**config.mk**
```make
export PLATFORM = sky130hd
export DESIGN_NAME = up_down_counter_n
export DESIGN_NICKNAME = d
export VERILOG_FILES = /design/src/rtl/up_down_counter_n.sv
export SDC_FILE = /design/constraint.sdc
export NUM_CORES = 1
export LEC_CHECK = 0
export ABC_AREA = 1
export CAP_MARGIN = 30
export CORE_AREA = 2 2 39 41
export CTS_BUF_LIST = sky130_fd_sc_hd__clkbuf_8 sky130_fd_sc_hd__clkbuf_16
export DETAILED_ROUTE_END_ITERATION = 6
export DIE_AREA = 0 0 41 43
export PLACE_DENSITY = 0.71
export SLEW_MARGIN = 20
export SYNTH_ARGS = -nofsm -noshare
export SYNTH_HDL_FRONTEND = slang
export SYNTH_SLANG_ARGS = --single-unit
```
**constraint.sdc**
```tcl
create_clock -name clk -period 3.5 [get_ports clk]
set_input_delay 0.525 -clock clk [delete_from_list [all_inputs] [get_ports clk]]
set_output_delay 0.525 -clock clk [all_outputs]
set_load 0.005 [all_outputs]
```
**src/rtl/up_down_counter_n.sv**
```systemverilog
// Parametrised up/down counter: programmable modulus, parallel load, synchronous clear,
// wrap or saturate at the bounds, combinational terminal count and sticky wrap flag.
module up_down_counter_n #(
   parameter int              WIDTH    = 4,
   parameter logic [WIDTH-1:0] MAX     = {WIDTH{1'b1}},
   parameter int              SATURATE = 0
) (
   input  logic             clk,
   input  logic             rst_n,
   input  logic             clr,
   input  logic             load,
   input  logic [WIDTH-1:0] d,
   input  logic             en,
   input  logic             S,
   output logic [WIDTH-1:0] Q,
   output logic             tc,
   output logic             wrap
);

   // Unsigned clamp keeps the count inside 0..MAX, so Q > MAX is unreachable.
   function automatic logic [WIDTH-1:0] clamp(input logic [WIDTH-1:0] v);
      return (v > MAX) ? MAX : v;
   endfunction

   logic             at_max;
   logic             at_zero;
   logic [WIDTH-1:0] q_next;
   logic             wrap_next;

   assign at_max  = (Q == MAX);
   assign at_zero = (Q == '0);
   assign tc      = en & ((S & at_max) | (~S & at_zero));

   always_comb begin
      q_next    = Q;
      wrap_next = wrap;
      if (clr) begin
         q_next    = '0;
         wrap_next = 1'b0;
      end else if (load) begin
         q_next = clamp(d);
      end else if (en) begin
         if (S) begin
            if (at_max) begin
               q_next    = (SATURATE != 0) ? MAX : '0;
               wrap_next = 1'b1;
            end else begin
               q_next = Q + WIDTH'(1);
            end
         end else begin
            if (at_zero) begin
               q_next    = (SATURATE != 0) ? '0 : MAX;
               wrap_next = 1'b1;
            end else begin
               q_next = Q - WIDTH'(1);
            end
         end
      end
   end

   always_ff @(posedge clk or negedge rst_n) begin
      if (!rst_n) begin
         Q    <= '0;
         wrap <= 1'b0;
      end else begin
         Q    <= q_next;
         wrap <= wrap_next;
      end
   end

endmodule

```
==> results.md, run 1 <==
* Cell Rows at 14
* I/O pin total at 16
* Final GP Congestion at between 0.8 and 0.9
* Critical Path End Type: primary output
* Initial antenna violation count at 0
* Synth cell types at 13
* Clock-pin slew on the worst setup and hold paths at approximately 30 ps
* Vias in the first global route at 410
* Mapped Cells at between 60 and 70
* Final period util at between 70% and 80%
* First-pass GRT wire length at roughly 1.6 mm
* DR vias/cell at roughly 4.6
* Tot GR Track Use at roughly 14%
* Post-Synth Simple-Gate Area at a little over two fifths
* Fin. Hold Viols at 0
* Largest net degree at the start of global routing at 9
* Total iterations of the first detailed-routing run at 4
* I/O Buffers at 15
* CP required at just under 3000 ps
* Residual DRC at 0
* Die X at 41 um
* Largest family of logic cells by synthesized area: simple AND/OR/NAND/NOR gates
* Final WL at a little over 900 um
* Worst hold path class: reg -> reg
* Crit Path Class: in -> out
* DP HPWL at 725 um
* Ant. Diodes at 0
* Max_slew headroom at 81.3%
* Worst skew pair latency at 220 ps
* Complex-gate fraction of the synthesized area at about a tenth
* Final setup violation count at 0
* Crit path time final at around 2600 ps
* Achievable Freq at around 390 MHz
* VDD IR-drop max at between 300 and 400 uV
* Post-DRT Antenna Nets at 0
* Wire length per cell at about 9.0 um
* Max cap viols at 0
* Via count at ~460
* Finished Core Util at between 40% and 50%
* Crit-path max FO at 7
* Leak at between 0.3 and 0.4 nW
* Root Driver: clkbuf_8
* Area contributors post-synth: dfrtp_1 30%, nand2_1 18%, nor2_1 10%, inv_1 9.1%, nand3_1 7.3%
* Layout cells sized above 1 at under 10%
* Postcts setup bufs at 0
* Mapped Avg Cell Area at 6.18 um2
* Post-synthesis mux area share at 0%
* TritonCTS clock tree: done
* Core area at about 1400 um2
* Vert. Die Dim at 43 um
* Area grow syn2layout at 50.8%
* Num CTS Buffers at 3
* RSZ-0062 raised after global routing: false
* Sum Neg Setup Slack at 0 ps
* Outcome: finished, final reports clean
* Sequential share of the synthesized area at a little under a third
* Biggest area consumer among synthesized cells: dfrtp_1
* Total Die Area at 1760 um2
* Synthesized net count at 79
* Slew Limit Fails at 0
* CTS max path bufs at 2
* Number of flops mapped to enable cells by yosys at 0
* Power Total at between 0.2 and 0.25 mW
* Setup ws final at ~950 ps
* Synth Register Bits at 5
* Arrival @ worst endpoint at 2030 ps
* Most common cell in the netlist: nand2_1
* Ys flop type: dfrtp_1
* Synthesized area at ~410 um2
* Worst-margin pin slew at 281 ps
* Pwr dens at between 300 and 400 nW/um2
* GRT overflow at 0
* Layout Nets at 98
* Pre-CTS setup slack at a little under 1000 ps
* H-tree depth at 1
* # fillers at between 150 and 200
* Xor and xnor area share after synthesis at roughly 2.1%
* Post-synth top cells: 20 x nand2_1, 11 x nor2_1, 10 x inv_1
* Adder-Cell Fraction of Synth Area at approximately 6.0%
* Hold_buf cts at 0
* Initial Util at between 20% and 30%
* Ys async rst share at 100%
* # clock sinks at 5
* Ys Warns at 0
* Synth top area share at 30.2%
* Final Skew at between 3 and 4 ps
* CP Launch Type: primary input
* Initial drt markers at 14
* Post-CTS Resized at 0
[cell usage in the layout, fill, tap and decap left out]
cell and instances:
a21oi_2 1, clkbuf_8 3, clkdlybuf4s50_1 15, dfrtp_1 5, ha_1 2, inv_1 11
nand2_1 20, nand3_1 6, nand4_1 2, nor2_1 11, nor3_1 1, nor3_2 1
o21ai_0 6, xnor2_1 1
[per-layer routing]
metal,track usage [%],part of all wire (%),wire [um]
met5,0,0,0
met4,6.00,1.3,12
met3,6.28,8.0,73
met2,19.4,44,405
met1,17.6,46,421
[metrics by stage]
step | instance area, um2 | std cells | hold WS [ps]
2_1_floorplan | 414 | 67 | 229
3_3_place_gp | 579 | 97 | 473
3_5_place_dp | 579 | 97 | 472
4_1_cts | 624 | 101 | 485
5_1_grt | 624 | 101 | 503
6_report | 624 | 101 | 478
[area by class of cell]
class                   instances  area (um2)  share of cell area [%]
clock buffers                   3        41.3                    6.61
clock inverters                 1        3.75                   0.601
well taps                      16        20.0                    3.21
flip-flops and latches          5         125                    20.0
inverters                      10        37.5                    6.01
repair buffers                 15         150                    24.0
multi-input cells              51         246                    39.5
[power by group]
| part | switching, mW | internal [mW] | total, mW |
|---|---|---|---|
| sequential | 0.00950 | 0.0635 | 0.0730 |
| clock | 0.0270 | 0.0751 | 0.102 |
| combinational | 0.0303 | 0.0342 | 0.0645 |
[state kept, by name, summed over array words and instances, names as in the netlist]
register / cells
wrap: 1
Q: 4
[critical path, stage by stage]
cell             delay, ps
clkdlybuf4s50_1        590
nand4_1                190
a21oi_2                200
clkdlybuf4s50_1        520
[worst paths after layout]
check / startpoint / endpoint / slack, ps / cells past startpoint
max: S / tc / 950 / 4
min: wrap / wrap / 480 / 2
max reg2reg: Q[0] / Q[2] / 2090 / 7
min reg2reg: wrap / wrap / 480 / 2
max in group asynchronous: rst_n / Q[3] / 2800 / 1
min in group asynchronous: rst_n / Q[1] / 520 / 1
[cells by family (layout without fill, tap and decap cells)]
logic type,count (synthesis),after routing
flops,5,5
simple gates,41,41
buf+inv,11,29
fa+ha+maj,2,2
compound gates,7,7
xor+xnor,1,1
Power figures use the tool's default switching activity.
==> run 2, diff against run 1 <==
clock period = 2.4 ns   (was 3.5 ns; I/O delays follow)
==> results.md, run 2 (same netlist as run 1, synthesis figures left out) <==
* Pwr dens at roughly 560 nW/um2
* Ant. Diodes at 0
* Cell Rows at 14
* CTS max path bufs at 2
* Worst hold path class: in -> async
* First-pass GRT wire length at ~1.6 mm
* Wire length per cell at 9.35 um
* Commonest non-fill, non-tap cell in the layout: nand2_1
* Largest net degree at the start of global routing at 9
* Clock-pin slew on the worst setup and hold paths at 40 ps
* DR vias/cell at between 4 and 5
* Int Power at approximately 0.25 mW
* Largest regs: Q: 4 flops, wrap: 1 flops
* Initial Util at 29.9%
* Crit-path max FO at 5
* Seq pwr share at between 30% and 40%
* Tot GR Track Use at a little over an eighth
* Final setup violation count at 0
* DP HPWL at between 700 and 800 um
* Multi-input combinational cell area at 246 um2
* Leak at 0.309 nW
* Final WL at approximately 940 um
* Register area at between 100 and 150 um2
* Initial drt markers at 5
* Area grow syn2layout at 50.8%
* RSZ-0062 raised after global routing: false
* Outcome: finished, final reports clean
* I/O Buffers at 15
* WHS at 355 ps
* Clk pwr share at approximately 43%
* Initial antenna violation count at 0
* Layout cells sized above 1 at ~7.1%
* Slew Limit Fails at 0
* Via count at 466
* TritonCTS clock tree: done
* Critical Path End Type: primary output
* GRT overflow at 0
* Final GP Congestion at between 0.8 and 0.9
* Switching share of total power at 28.2%
* Worst skew pair latency at between 200 and 250 ps
* Residual DRC at 0
* H-tree depth at 1
* Power share of the combinational group at ~27%
* Final Skew at about 3.2 ps
* Root Driver: clkbuf_8
* Vert. Die Dim at approximately 43 um
* Postcts setup bufs at 0
* Total iterations of the first detailed-routing run at 4
* Crit path time final at roughly 2200 ps
* CP Launch Type: flip-flop
* Final period util at ~93%
* CP required at approximately 2000 ps
* Max FFs per register at 4
* # clock sinks at 5
* Max cap viols at 0
* Core area at between 1000 and 1500 um2
* Vias in the first global route at 421
* Achievable Freq at 448 MHz
* Sum Neg Setup Slack at 0 ps
* Worst-margin pin slew at 284 ps
* Crit Path Class: reg -> out
* Biggest register: Q
* Most frequent cells in the layout: 20 x nand2_1, 15 x clkdlybuf4s50_1, 11 x nor2_1
* Layout Nets at 98
* # fillers at 155
* VDD IR-drop max at approximately 550 uV
* Fin. Hold Viols at 0
* Max_slew headroom at between 80% and 90%
* Num CTS Buffers at 3
* Total Die Area at around 1800 um2
* Die X at roughly 41 um
* Post-DRT Antenna Nets at 0
* Arrival @ worst endpoint at 1870 ps
* Placed Cells at 97
* Net switching power at just under 0.1 mW
* Finished Core Util at 45.1%
* I/O pin total at 16
* Non-Filler Instances at 101
[run 2: cell counts in the layout (fill, tap and decap cells not counted)]
Identical to the previous run, type by type.
[run 2: per-stage QoR]
| stage | setup slack (ps) | area, um2 | total power, mW |
|---|---|---|---|
| global route | 19.6 | 624 | 0.377 |
| floorplan | 967 | 414 | 0.157 |
| CTS | 115 | 624 | 0.356 |
| global placement | 208 | 579 | 0.201 |
| finish | 168 | 624 | 0.351 |
| detailed placement | 196 | 579 | 0.203 |
[run 2: cell type report]
| cell class | count | share of cell area (%) |
|---|---|---|
| Timing Repair Buffer | 15 | 24.0 |
| Inverter | 10 | 6.01 |
| Sequential cell | 5 | 20.0 |
| Multi-Input combinational cell | 51 | 39.5 |
| Clock buffer | 3 | 6.61 |
| Clock inverter | 1 | 0.601 |
| Tap cell | 16 | 3.21 |
[run 2: path summary, 6_finish.rpt]
| path | to | startpoint | depth (start not counted) | slack [ps] |
|---|---|---|---|---|
| worst max-delay path | tc | Q[0] | 7 | 170 |
| worst min-delay path | Q[1] | rst_n | 1 | 350 |
| worst max register to register | Q[2] | Q[0] | 7 | 1030 |
| worst min register to register | wrap | wrap | 2 | 490 |
| max in group asynchronous | Q[3] | rst_n | 1 | 1860 |
| min in group clk | wrap | wrap | 2 | 490 |
[run 2: power groups by stage]
stage / registers, mW / logic (mW) / clock network [mW]
2_1_floorplan: 0.105 / 0.0514 / 0
3_3_place_gp: 0.107 / 0.0941 / 0
3_5_place_dp: 0.107 / 0.0953 / 0
4_1_cts: 0.107 / 0.0959 / 0.154
5_1_grt: 0.109 / 0.109 / 0.159
6_report: 0.107 / 0.0946 / 0.149
[run 2: critical path: stages, from the launching register on]
cell and delay, ps:
dfrtp_1 420, inv_2 110, ha_1 140, inv_1 50, nor3_2 150, nand2_1 120, a21oi_2 150, clkdlybuf4s50_1 520
[run 2: timing repair]
item                       in CTS  in global routing
hold buffers                    0                  0
gates resized for setup         0                  1
setup endpoints to repair       0                  1
[run 2: metal layers]
| metal | part of all wire, % | wire, um | global-route usage [%] | vias to the layer above |
|---|---|---|---|---|
| li1 | - | - | - | 247 |
| met5 | 0 | 0 | 0 | - |
| met4 | 0 | 0 | 6.00 | 0 |
| met1 | 46 | 438 | 17.3 | 206 |
| met3 | 6.4 | 60 | 4.71 | 0 |
| met2 | 47 | 445 | 20.0 | 13 |
==> run 3, diff against run 2 <==
PLACE_DENSITY = default   (was 0.71)
PLACE_DENSITY_LB_ADDON = 0.12   (was default)
==> results.md, run 3 (same netlist as run 1, synthesis figures left out) <==
* Final Skew at between 1 and 1.5 ps
* Fin area at ~620 um2
* GRT overflow at 0
* Hold_buf cts at 0
* Pre-CTS setup slack at a little under 200 ps
* Worst skew pair latency at 220 ps
* CP max-delay cell: clkdlybuf4s50_1
* TritonCTS clock tree: done
* Sum Neg Setup Slack at 0 ps
* Max FFs per register at 4
* CP required at 2040 ps
* Vert. Die Dim at 43 um
* Clock-pin slew on the worst setup and hold paths at ~30 ps
* Crit path max-delay family: buffers and inverters
* Tot GR Track Use at roughly 14%
* Initial Util at 29.9%
* Setup ws final at ~130 ps
* WHS at roughly 360 ps
* Worst path max stage delay at between 500 and 600 ps
* Pwr dens at ~560 nW/um2
* Layout Nets at slightly below 100
* Max_slew headroom at 80.6%
* Final GP Congestion at 0.775
* Residual DRC at 0
* Most frequent cells in the layout: 20 x nand2_1, 15 x clkdlybuf4s50_1, 11 x inv_1, 11 x nor2_1
* DP HPWL at roughly 780 um
* Arrival @ worst endpoint at between 1500 and 2000 ps
* Wire length per cell at 9.79 um
* Biggest register: Q
* Crit-path max FO at 5
* Die X at roughly 41 um
* Final period util at 94.7%
* RSZ-0062 raised after global routing: false
* I/O pin total at 16
* Placed cell areas at ~580 um2
* Achievable Freq at between 400 and 500 MHz
* Outcome: finished, final reports clean
* Crit path time final at 2270 ps
* Total Die Area at between 1500 and 2000 um2
* Largest net degree at the start of global routing at 9
* CTS max path bufs at 2
* Critical path, cell by cell: inv_1 -> ha_1 -> inv_1 -> nor3_2 -> nand2_1 -> a21oi_2 -> clkdlybuf4s50_1
* Cell Rows at 14
* Crit Path Class: reg -> out
* Slew Limit Fails at 0
* Final setup violation count at 0
* Fin. Hold Viols at 0
* Final WL at about 990 um
* Layout cells sized above 1 at between 5 and 6%
* Post-DRT Antenna Nets at 0
* Area grow syn2layout at 50.8%
* I/O Buffers at 15
* Core area at approximately 1400 um2
* Critical Path End Type: primary output
* H-tree depth at 1
* Total iterations of the first detailed-routing run at 2
* Finished Core Util at between 40% and 50%
* Root Driver: clkbuf_8
* Buf/Inv on CP at 3
* Via count at between 400 and 500
* # clock sinks at 5
* VDD IR-drop max at between 500 and 600 uV
* Initial drt markers at 1
* Worst-margin pin slew at 292 ps
* Most used cell, CP: inv_1
* Ant. Diodes at 0
* Commonest non-fill, non-tap cell in the layout: nand2_1
* Worst hold path class: in -> async
* Num CTS Buffers at 3
* Max cap viols at 0
* Largest regs: Q: 4 flops, wrap: 1 flops
* DR vias/cell at about 4.6
* Postcts setup bufs at 0
* Vias in the first global route at 434
* Post-CTS Resized at 0
* CP Launch Type: flip-flop
* Initial antenna violation count at 0
* First-pass GRT wire length at 1.66 mm
* Leak at slightly above 0.3 nW
-- run 3: cell count changes in the layout (fill, tap and decap cells not counted) --
cell | before | now
inv_1 | 10 | 11
inv_2 | 1 | 0
-- run 3: final timing paths --
check / from / end / cells after the start / slack, ps
worst max register to register: Q[0] / Q[2] / 7 / 930
min in group clk: wrap / wrap / 2 / 490
worst max-delay path: Q[0] / tc / 7 / 130
worst min-delay path: rst_n / Q[1] / 1 / 360
worst min register to register: wrap / wrap / 2 / 490
max in group asynchronous: rst_n / Q[2] / 1 / 1860
-- run 3: layout make-up --
| cell class | instances | area [um2] |
|---|---|---|
| repair buffers | 15 | 150 |
| multi-input cells | 51 | 246 |
| well taps | 16 | 20.0 |
| fillers | 155 | 759 |
| clock buffers | 3 | 41.3 |
| clock inverters | 1 | 3.75 |
| flip-flops and latches | 5 | 125 |
| inverters | 10 | 37.5 |
-- run 3: worst reg2reg max path: stages (launching register included) --
cell and delay [ps]:
dfrtp_1 410, inv_1 160, ha_1 170, inv_1 50
o21ai_0 220, nor2_1 60, o21ai_0 160, o21ai_0 110
-- run 3: where the power goes --
group	leakage (nW)	total, mW	switching (mW)	internal (mW)
Combinational	0.218	0.0954	0.0456	0.0498
Sequential	0.0649	0.107	0.0143	0.0926
Clock	0.0269	0.148	0.0385	0.109
-- run 3: per-stage QoR --
| stage | cells | power (mW) |
|---|---|---|
| floorplan | 67 | 0.157 |
| global placement | 97 | 0.204 |
| detailed placement | 97 | 0.203 |
| CTS | 101 | 0.354 |
| global route | 101 | 0.377 |
| finish | 101 | 0.350 |
-- run 3: layer usage --
layer	share of wire, %	global-route usage [%]	wire length [um]	vias up
met4	0	2.00	0	0
met5	0	0	0	-
met3	5.4	4.71	53	0
li1	-	-	-	248
met2	44	20.9	438	11
met1	50	18.3	497	201
